`config.mk`:
```
export PLATFORM = sky130hd
export DESIGN_NAME = video_grabber
export DESIGN_NICKNAME = d
export VERILOG_FILES = /design/src/rtl/video_grabber.sv
export SDC_FILE = /design/constraint.sdc
export NUM_CORES = 1
export LEC_CHECK = 0
export BUFFER_PORTS_ARGS = -buffer_cell sky130_fd_sc_hd__buf_2
export CORE_ASPECT_RATIO = 1.5
export CORE_MARGIN = 2
export CORE_UTILIZATION = 46
export DETAILED_ROUTE_END_ITERATION = 8
export PLACE_DENSITY_LB_ADDON = 0.15
export SYNTH_ARGS = -nofsm -noshare
export SYNTH_HDL_FRONTEND = slang
export SYNTH_SLANG_ARGS = --single-unit
```
`constraint.sdc`:
```
create_clock -name clk -period 4.3 [get_ports clk]
set_input_delay 1.29 -clock clk [delete_from_list [all_inputs] [get_ports clk]]
set_output_delay 1.29 -clock clk [all_outputs]
set_load 0.05 [all_outputs]
```
`src/rtl/video_grabber.sv`:
```
// -----------------------------------------------------------------------------
// video_grabber
//
// Captures a burst of N 12-bit video samples into a local buffer on command,
// then serves them to the command encoder as a 2*N byte message (high nibble
// byte first, then low byte, per sample). Illegal counts (0 or > DEPTH) are
// answered with a single ERR_BYTE.
//
// Optional feature macro: VIDEO_GRAB_TRIG_EN
//   defined   : after command accept the block waits in ARM for a rising edge
//               of trig before capturing.
//   undefined : capture starts on the cycle after command accept; trig unused.
//
// Parameters
//   DEPTH     sample buffer depth, 1..127
//   ERR_BYTE  single-byte reply for an illegal sample count
//
// Ports
//   clk       system clock
//   rst       synchronous active-high reset
//   data      command byte (requested sample count N), qualified by ena
//   ena       one-cycle command strobe
//   smp_stb   one-cycle sample-valid strobe
//   smp_data  12-bit video sample, valid with smp_stb
//   trig      capture trigger level (VIDEO_GRAB_TRIG_EN only)
//   have_msg  reply ready for the encoder
//   len       reply length in bytes, valid while have_msg=1
//   rdreq     encoder pop strobe, one byte per cycle
//   data_out  current reply byte (show-ahead)
//   busy      high in any state other than IDLE
// -----------------------------------------------------------------------------
module video_grabber #(
    parameter int          DEPTH    = 64,
    parameter logic [7:0]  ERR_BYTE = 8'hEE
) (
    input  logic        clk,
    input  logic        rst,
    input  logic [7:0]  data,
    input  logic        ena,
    input  logic        smp_stb,
    input  logic [11:0] smp_data,
    input  logic        trig,
    output logic        have_msg,
    output logic [7:0]  len,
    input  logic        rdreq,
    output logic [7:0]  data_out,
    output logic        busy
);

    localparam int AW = (DEPTH > 1) ? $clog2(DEPTH) : 1;

    typedef enum logic [2:0] {
        S_IDLE,
`ifdef VIDEO_GRAB_TRIG_EN
        S_ARM,
`endif
        S_CAPTURE,
        S_SEND,
        S_ERR
    } state_t;

    state_t      state_q;
    logic [6:0]  n_q;
    logic [6:0]  wr_cnt_q;
    logic [7:0]  rd_cnt_q;
    logic        have_msg_q;
    logic [7:0]  len_q;
    logic [7:0]  data_out_q;

    logic [11:0] sbuf_q [DEPTH];

    logic [7:0]  rd_cnt_d;
    logic [11:0] nxt_word;
    logic [7:0]  nxt_byte;
    logic [3:0]  first_hi;
    logic        cmd_bad;

    // Sample buffer: contents are intentionally not reset.
    always_ff @(posedge clk) begin
        if (state_q == S_CAPTURE && smp_stb) begin
            sbuf_q[wr_cnt_q[AW-1:0]] <= smp_data;
        end
    end

`ifdef VIDEO_GRAB_TRIG_EN
    logic trig_q;
    logic trig_rise;

    always_ff @(posedge clk) begin
        if (rst) begin
            trig_q <= 1'b0;
        end else begin
            trig_q <= trig;
        end
    end

    assign trig_rise = trig & ~trig_q;
`else
    logic unused_trig;
    assign unused_trig = trig;
`endif

    always_comb begin
        cmd_bad  = (data == 8'd0) || (data > 8'(DEPTH));
        // Byte following the current one, pre-fetched so data_out stays
        // registered and can advance on every rdreq.
        rd_cnt_d = rd_cnt_q + 8'd1;
        nxt_word = sbuf_q[rd_cnt_d[AW:1]];
        nxt_byte = rd_cnt_d[0] ? nxt_word[7:0] : {4'h0, nxt_word[11:8]};
        // For N=1 the completing write targets buf[0] in the same cycle, so
        // byte 0 is forwarded straight from the incoming sample.
        first_hi = (wr_cnt_q == '0) ? smp_data[11:8] : sbuf_q[0][11:8];
    end

    always_ff @(posedge clk) begin
        if (rst) begin
            state_q    <= S_IDLE;
            n_q        <= '0;
            wr_cnt_q   <= '0;
            rd_cnt_q   <= '0;
            have_msg_q <= 1'b0;
            len_q      <= '0;
            data_out_q <= '0;
        end else begin
            case (state_q)
                S_IDLE: begin
                    if (ena) begin
                        if (cmd_bad) begin
                            state_q    <= S_ERR;
                            have_msg_q <= 1'b1;
                            len_q      <= 8'd1;
                            data_out_q <= ERR_BYTE;
                        end else begin
                            n_q      <= data[6:0];
                            wr_cnt_q <= '0;
`ifdef VIDEO_GRAB_TRIG_EN
                            state_q  <= S_ARM;
`else
                            state_q  <= S_CAPTURE;
`endif
                        end
                    end
                end

`ifdef VIDEO_GRAB_TRIG_EN
                S_ARM: begin
                    if (trig_rise) begin
                        state_q <= S_CAPTURE;
                    end
                end
`endif

                S_CAPTURE: begin
                    if (smp_stb) begin
                        wr_cnt_q <= wr_cnt_q + 7'd1;
                        if (wr_cnt_q + 7'd1 == n_q) begin
                            state_q    <= S_SEND;
                            have_msg_q <= 1'b1;
                            len_q      <= {n_q, 1'b0};
                            data_out_q <= {4'h0, first_hi};
                            rd_cnt_q   <= '0;
                        end
                    end
                end

                S_SEND: begin
                    if (rdreq) begin
                        if (rd_cnt_q == len_q - 8'd1) begin
                            state_q    <= S_IDLE;
                            have_msg_q <= 1'b0;
                            len_q      <= '0;
                            data_out_q <= '0;
                            rd_cnt_q   <= '0;
                        end else begin
                            rd_cnt_q   <= rd_cnt_d;
                            data_out_q <= nxt_byte;
                        end
                    end
                end

                S_ERR: begin
                    if (rdreq) begin
                        state_q    <= S_IDLE;
                        have_msg_q <= 1'b0;
                        len_q      <= '0;
                        data_out_q <= '0;
                    end
                end

                default: begin
                    state_q    <= S_IDLE;
                    have_msg_q <= 1'b0;
                    len_q      <= '0;
                    data_out_q <= '0;
                end
            endcase
        end
    end

    assign have_msg = have_msg_q;
    assign len      = len_q;
    assign data_out = data_out_q;
    assign busy     = (state_q != S_IDLE);

endmodule

```
**Word-level counts from Yosys, hierarchy flattened**

Memories as Yosys holds them, arrays and structs flattened.
Index checks and enable logic that the tools add are counted.

- Add/subtract/negate cells: 3
- $mul: 0
- Divide/modulo/power cells: 0
- Order comparisons: 1
- Equality and inequality tests: 13
- Shift-type cells: 0
- Mux-type cells: 44
- Bitwise gates (word level): 1
- Reduce and logical (&&, ||, !) cells: 14

Operators with widths:

| cell | count |
|---|---|
| $mux 8 | 18 |
| $pmux 8 s4 | 2 |
| $mux 7 | 3 |
| $mux 3 | 6 |
| $pmux 8 s2 | 1 |
| $ne 2x2->1 const B | 7 |
| $pmux 7 s2 | 1 |
| $pmux 3 s4 | 1 |
| $reduce_and 6->1 | 2 |
| $mux 1 | 9 |
| $add 8x1->8 const B | 1 |
| $eq 8x8->1 | 1 |
| $gt 8x7->1 const B | 1 |
| $logic_not 8->1 | 1 |
| $reduce_and 4->1 | 2 |
| $sub 8x1->8 const B | 1 |
| $add 7x1->7 const B | 1 |
| $eq 7x7->1 | 1 |
| $logic_not 7->1 | 1 |
| $reduce_and 7->1 | 1 |
| $eq 3x2->1 const B | 2 |
| $mux 4 | 1 |
| $pmux 1 s4 | 1 |
| $reduce_bool 2->1 | 2 |
| other kinds (9) | 9 |

- Register bits after elaboration: 42
- Latch bits: 0
- Bits in writable memories: 768
- Bits in read-only memories: 0
- Input port bits: 26
- Word-level logic and storage cells: 84
- Memories kept: 1

Memory list:

| memory | depth | width | rd ports | clocked after memory_dff | wr ports | RTL line | text |
|---|---|---|---|---|---|---|---|
| sbuf_q | 64 | 12 | 2 | 0 | 1 | 70 | `logic [11:0] sbuf_q [DEPTH];` |

**Depth between registers and ports, before layout**

Gate-level depths: netlist of the first run.
An unclocked memory read counts as a cell.

- Depth in word-level cells: 6
- Depth in mapped cells: 11
- Mapped depth without buffers: 9

**Worst setup path after synthesis of the first run**

No wires, ideal clock.

- Kind: in2reg
- From: input port smp_stb
- To: memory sbuf_q[16][0] (enable)
- Data arrival time: 3.137 ns
- Required time: 3.887 ns
- Setup slack: 0.750 ns
- Stages: 4
- Buffers on the path: 1
- Cell sequence: and2_1 -> clkbuf_1 -> nand4b_1 -> nor4_1

- Cells in the longest elaborated chain, start to end: 3

Ends and longest elaborated chain:

| what | RTL line | text |
|---|---|---|
| from (decl) | 40 | `input logic smp_stb,` |
| $logic_and 1x1->1 | 80 | `if (state_q == S_CAPTURE && smp_stb) begin` |
| $mux 1 | 80 |  |
| $mux 1 (not written as such) | 81 | `sbuf_q[wr_cnt_q[AW-1:0]] <= smp_data;` |
| to (decl) | 70 |  |

No other way between the ends.

**Worst setup path after layout of the first run**

- From: register rd_cnt_q[0]
- To: register data_out_q[1], in the netlist data_out[1]

- Cells in the longest elaborated chain, start to end: 6
- Elaborated cells on any way between the ends: 7
- Those cells by class: add/sub (1); eq/ne (1); mux (4); memory (1)

Ends and longest elaborated chain:

| what | RTL line | text |
|---|---|---|
| from (decl) | 65 | `logic [7:0] rd_cnt_q;` |
| from (signal assigned) | 175 | `rd_cnt_q <= rd_cnt_d;` |
| $add 8x1->8 | 107 | `rd_cnt_d = rd_cnt_q + 8'd1;` |
| $mem_v2 64x12 | n/a |  |
| $mux 8 | 109 | `nxt_byte = rd_cnt_d[0] ? nxt_word[7:0] : {4'h0, nxt_word[11:8]};` |
| $mux 8 * | 168 | `if (rd_cnt_q == len_q - 8'd1) begin` |
| $mux 8 * | 167 | `if (rdreq) begin` |
| $pmux 8 s4 * | 125 | `case (state_q)` |
| to (signal assigned) | 160 | `data_out_q <= {4'h0, first_hi};` |
| to (signal assigned) | 176 | `data_out_q <= nxt_byte;` |
| to (decl) | 68 | `logic [7:0] data_out_q;` |

Every way passes the cells marked *; elsewhere a longest branch is shown, timed or not. The select of a mux whose other input is x is not followed.
A chain may end at the register's enable or synchronous reset.

==> flow_metrics.py, run 1 <==
metrics = {
    "outcome": {
        "status": "complete, no violations",
    },
    "hold_path": {
        "min_from": "have_msg",
        "hold_end": "have_msg",
        "hold_path_class": "reg2reg",
        "worstHoldPathCells": 2,
    },
    "sta": {
        "whs_ns": 0.494,
        "rsz0062_at_grt": "no",
        "hold_viol": 0,
        "setup_violations": 0,
        "worst_pin_slew_ns": 1.22,
        "fin_skew_ns": 0.0208,
        "fin_crit_ns": 3.69,
        "final_max_slew_viol_count": 0,
        "setup_tns_ns": 0,
        "maxSlewHeadroom_pct": 18.4,
        "fmax_mhz": 271,
        "post-route-period-util_pct": 85.9,
    },
    "finish": {
        "final_common_cell": "edfxtp_1",
        "finalNetCount": 1940,
        "area_growth_pct": 13.8,
        "fill_cells": 5611,
        "antennaDiodeCount": 0,
        "postLayoutCoreUtil_pct": 52.7,
        "layout.cells.most_common_list": "768 x edfxtp_1, 173 x mux4_2, 137 x nand2_1",
        "layout-drive-gt1-share_pct": 25.2,
        "fin_cells": 2872,
    },
    "grt": {
        "grt_start_max_net_pins": 65,
        "grt_util_all_layers_pct": 23.1,
        "antenna_found_initial": 1,
        "overflow": 0,
        "grt_pass1_vias": 17400,
        "grt_pass1_wl_um": 119000,
    },
    "clocking": {
        "cts_tree": "yes",
        "cts_max_path_buffers": 3,
        "worstSkewPairLatency_ns": 0.62,
        "cts_setup_buffers": 0,
        "clkTransAtPathRegs_ns": 0.07,
        "cts_buffers": 74,
        "cts_resized": 0,
        "cts-root-buf": "clkbuf_16",
        "cts_hold_buf": 0,
        "ctsHtreeMaxLevel": 3,
        "cts.sinks": 809,
    },
    "yosys": {
        "synth_top_area_share_pct": 71.2,
        "synth.yosys.seq_area_share_pct": 73.7,
        "synth_seq_cells": 809,
        "yosysWarningCount": 0,
        "synth-edff-count": 768,
        "async_flop_share_pct": 0,
        "synth.largest_area_cell": "edfxtp_1",
        "synthDistinctLibCells": 69,
        "synth_cells": 1749,
        "syn_nets": 1779,
        "synth_area_leaders": "edfxtp_1 71%, mux4_2 12%, dfxtp_1 2.5%",
        "ys.flop_type": "edfxtp_1",
        "syn_avg_cell_area_um2": 18.5,
        "netlist_area_um2": 32400,
    },
    "routing": {
        "drt_iter0_markers": 1635,
        "viasPerCell": 5.94,
        "post_drt_wl_per_cell_um": 28.7,
        "finalWirelength_um": 82500,
        "route.detailed.drc": 0,
        "vias": 17100,
        "ant_nets": 0,
        "drt-pass1-iter-count": 7,
    },
    "placement": {
        "gp_congestion": 0.862,
        "dp_hpwl_um": 52500,
        "dp.cells": 2741,
        "numPortBuffers": 42,
    },
    "setup_path": {
        "end_kind": "register",
        "crit_fanout": 31,
        "worstSetupPathType": "reg2reg",
        "ff2ff_setup_slack_ns": 0.61,
        "regToRegEndpoint": "data_out[1]",
        "required_ns": 4.77,
        "startpoint_type": "register",
        "r2r_start": "rd_cnt_q[0]",
        "r2r_cells": 8,
        "critPathArrivalTime_ns": 4.16,
    },
    "power_and_ir_drop": {
        "ir_worst_vdd_mv": 0.420,
        "leakage_nw": 11.6,
        "pwr_density_cell_nw_per_um2": 432,
    },
    "die": {
        "io_pins": 44,
        "core.rowCount": 119,
        "core_um2": 70000,
        "die_area_um2": 72600,
        "die_x_um": 221,
        "dieHeight_um": 329,
        "start_util_pct": 46.3,
    },
    "flow_run": {
        "cap_violations": 0,
    },
}
## Yosys cell counts, drive strengths merged, types with 17 or more instances
library cell	number
clkbuf	27
nor2	97
nand3	43
and2	17
mux4	173
a31oi	17
buf	72
o22ai	18
mux2i	73
nand2	137
edfxtp	768
o21ai	25
dfxtp	41
a21oi	49
## worst max-delay path, cell delays in order, from the launching register on
cell and delay [ns]:
dfxtp_1 0.57, ha_4 0.71, buf_12 0.36, mux4_2 0.53, a211oi_1 0.59, nor4_1 0.12
buf_4 0.19, a221oi_1 0.26, a211oi_1 0.12
## how the worst max path moves through the flow
stage                           start             to
after floorplan               smp_stb  sbuf_q[16][0]
after global routing      rd_cnt_q[0]    data_out[5]
final                     rd_cnt_q[0]    data_out[1]
after detailed placement  rd_cnt_q[0]    data_out[2]
after global placement    rd_cnt_q[0]    data_out[2]
after CTS                 rd_cnt_q[0]    data_out[2]
## through the flow
stage	power [mW]	worst slack, ns	instance area (µm²)
detailed placement	9.51	0.574	34500
global route	16.4	0.383	36900
finish	15.9	0.606	36900
floorplan	9.21	0.750	32400
CTS	16.1	0.561	36900
global placement	9.50	0.598	34500
## where the power goes
part / leakage [nW] / internal [mW] / switching (mW) / total [mW]
logic: 3.18 / 0.223 / 0.432 / 0.655
registers: 7.23 / 8.64 / 0.0369 / 8.68
clock network: 1.17 / 3.78 / 2.82 / 6.60
total: 11.6 / 12.6 / 3.29 / 15.9
## per-layer routing
layer	track usage (%)	share of wire [%]
met5	0	0.0085
met4	8.78	3.5
met3	3.14	5.3
met2	40.2	52
met1	29.3	39
## state kept, by name (all words and copies together) (netlist names)
signal    cells
sbuf_q      768
data_out      8
len           8
rd_cnt_q      8
n_q           7
wr_cnt_q      7
state_q       2
have_msg      1
## kinds of logic (layout without fill, tap and decap cells)
family	after synthesis	in the layout	synth area share [%]
buffers and inverters	108	324	1.80
XOR/XNOR	28	28	0.880
AND/OR/NAND/NOR	367	367	5.23
flip-flops	809	809	73.7
adder cells (fa/ha/maj)	4	4	0.154
multiplexers	261	261	14.8
AO/OA/AOI/OAI	172	172	3.42
## final cells by class
cell class,count,area (µm²),area share [%]
clock buffer,96,2010,5.45
timing repair buffer,184,1430,3.87
inverter,9,33.8,0.0916
multi-input combinational,832,8020,21.7
sequential,809,23900,64.8
clock inverter,35,373,1.01
tap,907,1130,3.08
No activity file was read; power rests on OpenSTA's default activity.
==> run 2, diff against run 1 <==
--- a/config.mk
+++ b/config.mk
@@ -10,7 +10,9 @@
 export CORE_MARGIN = 2
 export CORE_UTILIZATION = 46
 export DETAILED_ROUTE_END_ITERATION = 8
+export GPL_ROUTABILITY_DRIVEN = 0
 export PLACE_DENSITY_LB_ADDON = 0.15
+export REMOVE_ABC_BUFFERS = 1
 export SYNTH_ARGS = -nofsm -noshare
 export SYNTH_HDL_FRONTEND = slang
 export SYNTH_SLANG_ARGS = --single-unit
==> flow_metrics.py, run 2 (synthesized netlist as in run 1, its figures left out) <==
metrics = {
    "setup_path": {
        "cp_top_family": "simple AND/OR/NAND/NOR gates",
        "r2r_start": "rd_cnt_q[0]",
        "worst_path_max_delay_cell": "nor4_1",
        "ff2ff_setup_slack_ns": 0.33,
        "cpPeakStageDelay_ns": 0.65,
        "critPathArrivalTime_ns": 4.44,
        "path_depth": 8,
        "worstSetupPathType": "reg2reg",
        "required_ns": 4.77,
        "cp_cell_sequence": "nand3_1 > xnor2_4 > buf_12 > mux2_2 > a221oi_1 > a21oi_1 > nor4_1 > o32ai_1",
        "regToRegEndpoint": "data_out[5]",
        "worst-path-buf-inv": 1,
        "startpoint_type": "register",
        "crit_fanout": 47,
        "end_kind": "register",
        "cp-endpoint": "data_out[5]",
        "r2r_cells": 8,
        "critPathLaunch": "rd_cnt_q[0]",
    },
    "grt": {
        "grt_start_max_net_pins": 65,
        "antenna_found_initial": 2,
        "grt_util_all_layers_pct": 23.3,
        "grt_pass1_wl_um": 121000,
        "grt_pass1_vias": 17600,
        "overflow": 0,
    },
    "finish": {
        "largest_reg_flops": 768,
        "finalNetCount": 1942,
        "final_common_cell": "edfxtp_1",
        "layout-drive-gt1-share_pct": 25.2,
        "seqCellArea_um2": 23900,
        "multi_input_area_um2": 8020,
        "area_growth_pct": 13.4,
        "fill_cells": 5606,
        "final_cell_area_um2": 36800,
        "layout.cells.most_common_list": "768 x edfxtp_1, 173 x mux4_2, 137 x nand2_1",
    },
    "power_and_ir_drop": {
        "ir_worst_vdd_mv": 0.307,
        "p_comb_share_pct": 4.1,
        "switching_share_pct": 21.1,
        "power_mw": 15.8,
        "pwr_density_cell_nw_per_um2": 429,
        "power_frac_seq_pct": 55.1,
        "intPower_mw": 12.4,
        "p_sw_mw": 3.32,
        "pwr-share-clk_pct": 40.8,
        "leakage_nw": 11.5,
    },
    "sta": {
        "setup_violations": 0,
        "fin_skew_ns": 0.0295,
        "fmax_mhz": 252,
        "maxSlewHeadroom_pct": 20.6,
        "hold_viol": 0,
        "fin_crit_ns": 3.97,
        "worst_pin_slew_ns": 1.19,
        "post-route-period-util_pct": 92.4,
        "rsz0062_at_grt": "no",
        "whs_ns": 0.489,
        "final_max_slew_viol_count": 0,
    },
    "clocking": {
        "cts_resized": 0,
        "clkTransAtPathRegs_ns": 0.06,
        "cts_hold_buf": 0,
        "worstSkewPairLatency_ns": 0.63,
        "cts_setup_buffers": 0,
        "cts-root-buf": "clkbuf_16",
        "ctsHtreeMaxLevel": 3,
        "cts_tree": "yes",
        "cts_max_path_buffers": 3,
        "cts.sinks": 809,
        "cts_buffers": 76,
    },
    "routing": {
        "drt_iter0_markers": 1559,
        "viasPerCell": 5.98,
        "drt-pass1-iter-count": 7,
        "route.detailed.drc": 2,
        "post_drt_wl_per_cell_um": 28.9,
        "ant_nets": 0,
        "vias": 17200,
        "finalWirelength_um": 83100,
    },
    "die": {
        "io_pins": 44,
        "core_um2": 70000,
        "dieHeight_um": 329,
        "start_util_pct": 46.3,
        "die_x_um": 221,
        "die_area_um2": 72600,
        "core.rowCount": 119,
    },
    "placement": {
        "numPortBuffers": 42,
        "placed_cell_area_um2": 34400,
        "dp_hpwl_um": 52900,
    },
    "outcome": {
        "status": "finished with violations",
        "failed_checks": "design-rule violations",
    },
    "flow_run": {
        "cap_violations": 0,
    },
    "hold_path": {
        "hold_path_class": "reg2reg",
    },
}
-- run 2: power by group through the flow --
| stage | sequential [mW] | clock [mW] | combinational, mW |
|---|---|---|---|
| 3_5_place_dp | 8.85 | 0 | 0.655 |
| 4_1_cts | 8.68 | 6.56 | 0.657 |
| 5_1_grt | 8.68 | 6.82 | 0.697 |
| 3_3_place_gp | 8.85 | 0 | 0.640 |
| 6_report | 8.68 | 6.42 | 0.648 |
| 2_1_floorplan | 8.90 | 0 | 0.326 |
-- run 2: per-stage QoR --
stage / std cells / setup TNS (ns) / setup WS (ns) / utilization [%]
3_3_place_gp: 2741 / 0 / 0.318 / 49.2
6_report: 2876 / 0 / 0.326 / 52.5
5_1_grt: 2875 / 0 / 0.275 / 52.5
2_1_floorplan: 1650 / -34.11 / -4.12 / -
3_5_place_dp: 2741 / 0 / 0.301 / 49.2
4_1_cts: 2875 / 0 / 0.266 / 52.5
-- run 2: how the worst min path moves through the flow --
stage	to	cells after the start	startpoint
final	have_msg	2	have_msg
after global routing	data_out[3]	1	data_out[3]
after CTS	have_msg	2	have_msg
after detailed placement	have_msg	2	have_msg
after global placement	have_msg	2	have_msg
after floorplan	n_q[6]	2	n_q[6]
-- run 2: layout make-up --
type,instances,area share [%]
repair buffers,184,3.71
inverters,9,0.0919
clock buffers,94,5.47
well taps,907,3.09
clock inverters,40,0.844
flip-flops and latches,809,65.0
diodes,1,0.00681
multi-input cells,832,21.8
-- run 2: worst reg2reg max path: stages (launching register included) --
cell and delay [ns]:
dfxtp_1 0.62, nand3_1 0.54, xnor2_4 0.45, buf_12 0.35
mux2_2 0.41, a221oi_1 0.43, a21oi_1 0.22, nor4_1 0.65
o32ai_1 0.15
-- run 2: per-layer routing --
metal | wire (µm) | track usage (%)
met5 | 13 | 0
met4 | 3180 | 9.28
met2 | 42200 | 39.5
met3 | 4440 | 3.69
met1 | 33200 | 30.2
==> run 3, diff against run 2 <==
--- a/config.mk
+++ b/config.mk
@@ -6,6 +6,8 @@
 export NUM_CORES = 1
 export LEC_CHECK = 0
 export BUFFER_PORTS_ARGS = -buffer_cell sky130_fd_sc_hd__buf_2
+export CELL_PAD_IN_SITES_DETAIL_PLACEMENT = 1
+export CELL_PAD_IN_SITES_GLOBAL_PLACEMENT = 1
 export CORE_ASPECT_RATIO = 1.5
 export CORE_MARGIN = 2
 export CORE_UTILIZATION = 46
==> flow_metrics.py, run 3 (synthesized netlist as in run 1, its figures left out) <==
metrics = {
    "finish": {
        "finalNetCount": 1938,
        "final_common_cell": "edfxtp_1",
        "antennaDiodeCount": 0,
        "fill_cells": 6396,
        "postLayoutCoreUtil_pct": 52.6,
        "layout.cells.most_common_list": "768 x edfxtp_1, 173 x mux4_2, 137 x nand2_1",
        "multi_input_area_um2": 8030,
        "area_growth_pct": 13.7,
        "layout-drive-gt1-share_pct": 25.0,
        "seqCellArea_um2": 23900,
        "largest_reg_flops": 768,
    },
    "clocking": {
        "cts_hold_buf": 0,
        "cts-root-buf": "clkbuf_16",
        "cts_setup_buffers": 0,
        "cts.sinks": 809,
        "ctsHtreeMaxLevel": 3,
        "cts_buffers": 76,
        "worstSkewPairLatency_ns": 0.63,
        "cts_tree": "yes",
        "clkTransAtPathRegs_ns": 0.07,
        "cts_resized": 0,
        "cts_max_path_buffers": 3,
    },
    "setup_path": {
        "cp_top_family": "simple AND/OR/NAND/NOR gates",
        "critPathArrivalTime_ns": 4.10,
        "worst_path_max_delay_cell": "nor4_1",
        "startpoint_type": "register",
        "cpPeakStageDelay_ns": 0.79,
        "cpMostUsedCell": "a211oi_1",
        "cp_cell_sequence": "nand3_1 > xor2_4 > buf_4 > a211oi_1 > nor4_1 > a221oi_1 > a211oi_1",
        "worstSetupPathType": "reg2reg",
        "worst-path-buf-inv": 1,
        "required_ns": 4.84,
        "crit_fanout": 19,
        "end_kind": "register",
    },
    "power_and_ir_drop": {
        "leakage_nw": 11.5,
        "pwr_density_cell_nw_per_um2": 432,
        "ir_worst_vdd_mv": 0.310,
    },
    "sta": {
        "fmax_mhz": 281,
        "fin_skew_ns": 0.0193,
        "maxSlewHeadroom_pct": 13.5,
        "hold_viol": 0,
        "setup_ws_ns": 0.745,
        "fin_crit_ns": 3.55,
        "final_max_slew_viol_count": 0,
        "worst_pin_slew_ns": 1.30,
        "setup_violations": 0,
        "rsz0062_at_grt": "no",
        "post-route-period-util_pct": 82.7,
    },
    "grt": {
        "grt_start_max_net_pins": 65,
        "antenna_found_initial": 2,
        "grt_pass1_vias": 18400,
        "grt_pass1_wl_um": 128000,
        "grt_util_all_layers_pct": 24.8,
        "overflow": 0,
    },
    "placement": {
        "dp_hpwl_um": 56200,
        "numPortBuffers": 42,
        "dp_slack_ns": 0.594,
    },
    "routing": {
        "post_drt_wl_per_cell_um": 30.3,
        "vias": 17200,
        "drt-pass1-iter-count": 5,
        "ant_nets": 0,
        "viasPerCell": 5.98,
        "route.detailed.drc": 0,
        "finalWirelength_um": 87100,
        "drt_iter0_markers": 1491,
    },
    "die": {
        "core.rowCount": 119,
        "die_area_um2": 72600,
        "start_util_pct": 46.3,
        "die_x_um": 221,
        "core_um2": 70000,
        "io_pins": 44,
        "dieHeight_um": 329,
    },
    "flow_run": {
        "cap_violations": 0,
    },
    "hold_path": {
        "hold_path_class": "reg2reg",
    },
    "outcome": {
        "status": "complete, no violations",
    },
}
-- run 3: cell types whose count changed in the layout (fill, tap and decap cells not counted), moves of 3 or more --
cell        before  now
buf_4          135  128
buf_12           7   10
clkbuf_8         0    3
clkinv_2        14   11
clkinvlp_4       1    4
-- run 3: cell type report --
class / instances / area share (%)
clock buffers: 95 / 5.50
clock inverters: 41 / 0.965
inverters: 9 / 0.0917
multi-input cells: 832 / 21.8
flip-flops and latches: 809 / 64.8
well taps: 907 / 3.08
repair buffers: 180 / 3.72
-- run 3: layer usage --
metal	wire length (µm)	track usage, %	share of wire, %
met1	34700	32.0	40
met2	44500	42.0	51
met3	4210	3.29	4.8
met4	3670	10.6	4.2
met5	0	0	0
-- run 3: power breakdown --
part | leakage [nW] | internal [mW] | switching (mW) | total [mW]
combinational | 3.16 | 0.216 | 0.441 | 0.657
sequential | 7.23 | 8.64 | 0.0457 | 8.69
clock | 1.16 | 3.70 | 2.86 | 6.56
total | 11.5 | 12.6 | 3.35 | 15.9
-- run 3: path summary, 6_finish.rpt --
path                            cells past startpoint         from  slack (ns)          end
worst max-delay path                                7  rd_cnt_q[2]        0.75  data_out[1]
worst min-delay path                                2  data_out[4]        0.51  data_out[4]
worst max register to register                      7  rd_cnt_q[2]        0.75  data_out[1]
worst min register to register                      2  data_out[4]        0.51  data_out[4]
-- run 3: stage by stage --
stage	power, mW	cell area [µm²]	hold slack [ns]	cells	TNS, ns
floorplan	9.22	31900	0.450	1650	-34.11
global placement	9.50	34500	0.491	2737	0
detailed placement	9.52	34500	0.497	2737	0
CTS	16.1	36800	0.507	2873	0
global route	16.4	36800	0.554	2873	0
finish	15.9	36800	0.511	2873	0
-- run 3: tightest hold or removal path, stage by stage, from the launching register on --
cell and delay (ns):
dfxtp_1 0.34, nand2_1 0.06, o21ai_0 0.06
